`src/rtl/demux_pkg.sv`:
```
// Shared types and defaults for the demux2_stream write-side demultiplexer.
// The transfer counters are built only when DEMUX_CNT_EN is defined.
package demux_pkg;

   localparam int DEMUX_WIDTH_DEF = 32;
   localparam int DEMUX_CNT_W_DEF = 16;

   // One-entry output slot: either holds a word for its sink or does not.
   typedef enum logic {
      SLOT_EMPTY = 1'b0,
      SLOT_FULL  = 1'b1
   } slot_st_t;

endpackage

```
`src/rtl/demux_slot.sv`:
```
// demux_slot: one-entry output register with load/drain and slot state.
// The slot state is exported so the parent can derive valid from it and so
// checkers can watch it. Optional delivered-word counter under DEMUX_CNT_EN.
//
// Handshake: a word moves across an interface on a cycle where its valid
// and ready are both 1 at the rising edge. While valid=1 and ready=0 the
// producer holds valid and data stable.
module demux_slot
   import demux_pkg::*;
#(
   parameter int WIDTH = DEMUX_WIDTH_DEF
`ifdef DEMUX_CNT_EN
   ,
   parameter int CNT_W = DEMUX_CNT_W_DEF
`endif
) (
   input  logic             clk,
   input  logic             rst,
   input  logic             load,
   input  logic [WIDTH-1:0] load_data,
   input  logic             sink_ready,
   output slot_st_t         st,
   output logic [WIDTH-1:0] data
`ifdef DEMUX_CNT_EN
   ,
   output logic [CNT_W-1:0] cnt
`endif
);

   slot_st_t         st_q, st_d;
   logic [WIDTH-1:0] data_q, data_d;
   logic             drain;

   assign drain = (st_q == SLOT_FULL) && sink_ready;

   // Next slot state and contents: a load always wins, a lone drain empties.
   always_comb begin
      st_d   = st_q;
      data_d = data_q;
      if (load) begin
         st_d   = SLOT_FULL;
         data_d = load_data;
      end else if (drain) begin
         st_d = SLOT_EMPTY;
      end
   end

   // Slot state and word register; reset discards any buffered word.
   always_ff @(posedge clk or posedge rst) begin
      if (rst) begin
         st_q   <= SLOT_EMPTY;
         data_q <= '0;
      end else begin
         st_q   <= st_d;
         data_q <= data_d;
      end
   end

   assign st   = st_q;
   assign data = data_q;

`ifdef DEMUX_CNT_EN
   logic [CNT_W-1:0] cnt_q, cnt_d;

   // Count delivered words; wraps naturally at 2^CNT_W.
   always_comb begin
      cnt_d = cnt_q;
      if (drain) cnt_d = cnt_q + 1'b1;
   end

   // Counter register.
   always_ff @(posedge clk or posedge rst) begin
      if (rst) cnt_q <= '0;
      else     cnt_q <= cnt_d;
   end

   assign cnt = cnt_q;
`endif

endmodule

```
`src/rtl/demux2_stream.sv`:
```
// demux2_stream: steers one upstream word per handshake to slot A
// (choose=0) or slot B (choose=1). A stalled sink blocks only words
// addressed to it; the other slot keeps draining.
// Optional feature macro: DEMUX_CNT_EN adds a_cnt/b_cnt delivered counters.
//
// Handshake: a word transfers on a rising edge where valid & ready. in_ready
// depends only on choose and the selected slot's occupancy/sink ready, never
// on in_valid. Upstream holds in_data/choose while in_valid & ~in_ready.
module demux2_stream
   import demux_pkg::*;
#(
   parameter int WIDTH = DEMUX_WIDTH_DEF
`ifdef DEMUX_CNT_EN
   ,
   parameter int CNT_W = DEMUX_CNT_W_DEF
`endif
) (
   input  logic             clk,
   input  logic             rst,
   input  logic             in_valid,
   output logic             in_ready,
   input  logic [WIDTH-1:0] in_data,
   input  logic             choose,
   output logic             a_valid,
   input  logic             a_ready,
   output logic [WIDTH-1:0] a_data,
   output logic             b_valid,
   input  logic             b_ready,
   output logic [WIDTH-1:0] b_data
`ifdef DEMUX_CNT_EN
   ,
   output logic [CNT_W-1:0] a_cnt,
   output logic [CNT_W-1:0] b_cnt
`endif
);

   slot_st_t a_st;
   slot_st_t b_st;
   logic     accept;
   logic     a_load;
   logic     b_load;

   assign a_valid = (a_st == SLOT_FULL);
   assign b_valid = (b_st == SLOT_FULL);

   // Selected slot can take a word if it is empty or emptying this cycle.
   always_comb begin
      in_ready = choose ? (~b_valid | b_ready) : (~a_valid | a_ready);
      accept   = in_valid & in_ready;
      a_load   = accept & ~choose;
      b_load   = accept & choose;
   end

   demux_slot #(
      .WIDTH(WIDTH)
`ifdef DEMUX_CNT_EN
      , .CNT_W(CNT_W)
`endif
   ) u_slot_a (
      .clk       (clk),
      .rst       (rst),
      .load      (a_load),
      .load_data (in_data),
      .sink_ready(a_ready),
      .st        (a_st),
      .data      (a_data)
`ifdef DEMUX_CNT_EN
      , .cnt     (a_cnt)
`endif
   );

   demux_slot #(
      .WIDTH(WIDTH)
`ifdef DEMUX_CNT_EN
      , .CNT_W(CNT_W)
`endif
   ) u_slot_b (
      .clk       (clk),
      .rst       (rst),
      .load      (b_load),
      .load_data (in_data),
      .sink_ready(b_ready),
      .st        (b_st),
      .data      (b_data)
`ifdef DEMUX_CNT_EN
      , .cnt     (b_cnt)
`endif
   );

endmodule

```
`config.mk`:
```
export PLATFORM = sky130hd
export DESIGN_NAME = demux2_stream
export DESIGN_NICKNAME = d
export VERILOG_FILES = /design/src/rtl/demux_pkg.sv /design/src/rtl/demux_slot.sv /design/src/rtl/demux2_stream.sv
export SDC_FILE = /design/constraint.sdc
export NUM_CORES = 1
export LEC_CHECK = 0
export ABC_AREA = 1
export BUFFER_PORTS_ARGS = -buffer_cell sky130_fd_sc_hd__buf_4
export CORE_MARGIN = 4
export CORE_UTILIZATION = 30
export CTS_BUF_LIST = sky130_fd_sc_hd__clkbuf_2 sky130_fd_sc_hd__clkbuf_4 sky130_fd_sc_hd__clkbuf_8
export DETAILED_ROUTE_END_ITERATION = 16
export MAX_ROUTING_LAYER = met4
export PLACE_DENSITY = 0.61
export SLEW_MARGIN = 25
export SYNTH_ARGS = -nofsm -noshare
export SYNTH_HDL_FRONTEND = slang
export SYNTH_HIERARCHICAL = 1
export SYNTH_SLANG_ARGS = --single-unit
export TNS_END_PERCENT = 100
```
`constraint.sdc`:
```
create_clock -name clk -period 2.5 [get_ports clk]
set_input_delay 0.5 -clock clk [delete_from_list [all_inputs] [get_ports clk]]
set_output_delay 0.5 -clock clk [all_outputs]
set_load 0.05 [all_outputs]
```
# After elaboration in Yosys (flattened, before gate mapping)
# Index checks and enable logic that the tools add are counted.
[totals]
ff_bits = 66
out_inout_bits = 67
word_cells = 21
[classes]
muxes = 5
bitwise = 8
reduce_logical = 4
[ops]
columns = ["cell", "count"]
rows = [
  ["1-bit 2-to-1 mux", 5],
  ["2-bit nonzero test", 2],
  ["1-bit bitwise AND", 3],
  ["1-bit NOT", 3],
  ["1-bit logical AND", 2],
  ["1-bit bitwise OR", 2],
]

# Longest topological paths before layout
[depth]
depth_word = 6
ltp_mapped = 8
ltp_nobuf = 6

# Modules after synthesis
# Netlist, hierarchy kept.
[modules_own_cells]
columns = ["mod", "n_inst", "cells_each", "area_per_inst_um2"]
rows = [
  ["demux_slot", 2, 141, 1330.0],
  ["demux2_stream", 1, 10, 47.5],
]

# Worst setup path after synthesis
# No wires, ideal clock.
[synth_path]
kind = "reg2out"
start = "register u_slot_b.st_q, in the netlist u_slot_b/st"
end = "output port in_ready"
arrival_time_ns = 1.434
t_required_ns = 2.000
slack_ns = 0.566
path_stages_with_launch = 4
cell_sequence = "dfrtp_1 -> inv_1 -> nor2_1 -> o21ai_1"
[synth_via]
elab_chain_len = 3
[synth_rtl]
columns = ["element", "line", "text"]
rows = [
  ["start: declaration", "demux_slot.sv:30", "slot_st_t st_q, st_d;"],
  ["start signal: assignment", "demux_slot.sv:54", "st_q <= st_d;"],
  ["1-bit NOT", "demux2_stream.sv:48", "in_ready = choose ? (~b_valid | b_ready) : (~a_valid | a_ready);"],
  ["1-bit bitwise OR", "demux2_stream.sv:48", ""],
  ["1-bit 2-to-1 mux", "demux2_stream.sv:48", ""],
  ["end: declaration", "demux2_stream.sv:21", "output logic in_ready,"],
]
# Every way passes these cells.

# Worst setup path after layout
# Same ends and word-level chain as after synthesis.

==> flow_metrics.tcl <==
set metrics [dict create \
    num_rows 34 \
    cp_data_required_time_ps 2000 \
    clock.fmax_mhz 598.0 \
    critPathArrivalTime_ps 1170 \
    setup.worst_path.end_class "output port" \
    synth_mux_area_share_pct 0 \
    max_stage_delay_ps 400 \
    route.detailed.wl_per_inst_um 13.44 \
    worst-r2r-setup-slack_ps 890 \
    synth.cells.most_frequent "sky130_fd_sc_hd__nand2_1, sky130_fd_sc_hd__dfrtp_1, sky130_fd_sc_hd__nand2_2" \
    initial_antenna_violation_count 0 \
    post_route_cells_drive_above_1_share_pct 35.82 \
    timing_hold_violations_final 0 \
    top_signal_layer_used "met4" \
    cp_slowest_cell "sky130_fd_sc_hd__dfrtp_1" \
    grt_use_total_pct 14.08 \
    route.detailed.vias_per_inst 4.182 \
    layout_setup_ws_ps 827.6 \
    rsz_0062_raised_after_global_routing "no" \
    detailedRoute.firstPassIterationCount 4 \
    ys_types 11 \
    crit_path_cell_trace "inv_1 > nor2_1 > o21ai_1 > buf_4" \
    syn_area_per_cell_sq_um 9.273 \
    number_of_setup_buffers_added_after_cts 0 \
    dieHeight_um 103 \
    detailedPlacementHpwl_um 4786 \
    synth_cells 292 \
    worstSetupPathDepth 4 \
    grt_pass1_wl_um 11180 \
    finalSetupViolCount 0 \
    hp-class "in2async" \
    wl_met3_um 476 \
    yosys.area.top_type "sky130_fd_sc_hd__dfrtp_1" \
    core_area_sq_um 8763 \
    synth-compound-area-share_pct 0.9242 \
    gpl.final_weighted_congestion 0.7296 \
    largest_family_of_logic_cells_by_synthesized_area "simple AND/OR/NAND/NOR gates" \
    cts_tree "built" \
    yosys.cell_count.top_type "sky130_fd_sc_hd__nand2_1" \
    synth-simple-area-share_pct 28.97 \
    tightestPinTransition_ps 621.7 \
    drt_iter0_drc 42 \
    route.vias.total 2133 \
    synthesis.area_sq_um 2708 \
    detail-route-antenna-nets 0 \
    io-pin-count 105 \
    overflow 0 \
    dp_slack_ps 690.9 \
    reg2reg_depth 6 \
    synth-async-reset-ratio_pct 100.0 \
    leakagePower_nw 2.078 \
    worstSetupStartpointType "flop" \
    fp.dieW_um 103 \
    cts.path.max_buffers 2 \
    crit_fanout 3 \
    area_share_of_fa_ha_maj_cells_after_synthesis_pct 0 \
    worstSetupPathType "reg2out" \
    routed_wl_um 6854 \
    setup-tns-final_ps 0 \
    synth_seq_cells 66 \
    grt_pass1_vias 2255 \
    routedLengthMet1_um 3068 \
    count_of_max_cap_constraint_violations 0 \
    syn-num-nets 330 \
    path_buf_inv 2 \
    final.period_utilization_pct 66.89 \
    cts-resized-gates 0 \
    floorplan.initialDensity_pct 30.90 \
    finalCriticalPeriod_ps 1672 \
    cts.root.buffer_cell "sky130_fd_sc_hd__clkbuf_8" \
    antenna_cells 0 \
    wl_met2_um 3258 \
    power_density_nw_per_um2 931.8 \
    fp.dieArea_sq_um 10610 \
    route.detailed.drc 0 \
    clkTransAtPathRegs_ps 70 \
    area_delta_synth_final_pct 35.91 \
    skew_ps 7.795 \
    port-buffer-count 104 \
    run_status "finished, final reports clean" \
    post_synth_xor_area_fraction_pct 0 \
    timing.max_slew.rel_slack_pct 58.51 \
    htree_levels 3 \
    peakVddDrop_mv 0.3261 \
    final_net_count 435 \
    dominantRegCellSynth "sky130_fd_sc_hd__dfrtp_1" \
    cts_hold_buffers 0 \
    synth_sequential_area_ratio_pct 61.00 \
    synth_enable_flop_cells 0 \
    tritoncts_num_sinks 66 \
    path_delay_family "flip-flops" \
    grt_start_max_net_pins 34 \
    ys_warn_count 6 \
    post_synth_main_area_contributors "sky130_fd_sc_hd__dfrtp_1, sky130_fd_sc_hd__nand2_1, sky130_fd_sc_hd__nand2_2" \
    netlist.area_leader.share_pct 61.00 \
    tritoncts.num_buffers 9 \
    clock_latency_ps 330 \
    maxSlewViolCount 0 \
]
==> worst register-to-register path: cells and delay by family, from the launching register on <==
| kind | cells | cell delay [ps] |
|---|---|---|
| AOI/OAI and AO/OA | 1 | 80 |
| buffers and inverters | 3 | 910 |
| and+or+nand+nor | 2 | 160 |
| DFF | 1 | 400 |
==> cell usage in the layout, fill, tap and decap left out <==
cell and n:
sky130_fd_sc_hd__bufinv_16 1, sky130_fd_sc_hd__nor2_1 1, sky130_fd_sc_hd__buf_4 107, sky130_fd_sc_hd__clkbuf_8 10
sky130_fd_sc_hd__o21ai_1 2, sky130_fd_sc_hd__inv_1 9, sky130_fd_sc_hd__inv_8 2, sky130_fd_sc_hd__clkinvlp_4 3
sky130_fd_sc_hd__clkinv_2 1, sky130_fd_sc_hd__o211ai_1 2, sky130_fd_sc_hd__nand2_2 18, sky130_fd_sc_hd__buf_12 1
sky130_fd_sc_hd__dfrtp_1 66, sky130_fd_sc_hd__clkinv_4 1, sky130_fd_sc_hd__nand2_1 178
==> sequential cells by signal, indices dropped and copies added (netlist names) <==
name / count
u_slot_b/data: 32
u_slot_b/st: 1
u_slot_a/data: 32
u_slot_a/st: 1
==> report_power, final <==
group / internal (mW) / switching (mW) / leakage (nW)
clock network: 0.487 / 0.417 / 0.0945
registers: 1.23 / 0.108 / 0.818
logic: 0.337 / 0.847 / 1.17
total: 2.06 / 1.37 / 2.08
==> path summary, 6_finish.rpt <==
kind                                           to              start
worst max-delay path                     in_ready        u_slot_b/st
worst min-delay path             u_slot_a/data[5]                rst
worst max register to register  u_slot_b/data[28]        u_slot_b/st
worst min register to register  u_slot_b/data[27]  u_slot_b/data[27]
max in group asynchronous       u_slot_b/data[30]                rst
min in group clk                u_slot_a/data[12]        in_data[12]
==> area by class of cell <==
| cell class | instances | area [sq um] |
|---|---|---|
| Clock inverter | 6 | 66.31 |
| Clock buffer | 10 | 137.6 |
| Timing Repair Buffer | 108 | 823.3 |
| Fill cell | 908 | 5084 |
| Multi-Input combinational cell | 201 | 809.5 |
| Tap cell | 108 | 135.1 |
| Sequential cell | 66 | 1652 |
| Inverter | 11 | 56.30 |
==> per-stage QoR <==
stage	area, sq um	cells	hold slack [ps]	utilization, %	total power, mW
final	3680	510	266.3	41.99	3.429
after global placement	3476	494	455.8	39.66	2.548
after CTS	3680	510	268.0	41.99	3.491
after global routing	3680	510	293.9	41.99	3.625
after detailed placement	3476	494	464.0	39.66	2.563
after floorplan	2708	292	612.4	-	2.169
==> kinds of logic (layout without fill, tap and decap cells) <==
logic type      Yosys count  count (layout)
flops                    66              66
compound gates            4               4
simple gates            197             197
buf+inv                  25             135
==> metal layers <==
metal	track usage [%]	vias up
met5	-	-
met1	17.68	989
met2	22.20	62
met4	3.884	0
met3	4.127	7
li1	-	1075
No activity file was read; power rests on OpenSTA's default activity.
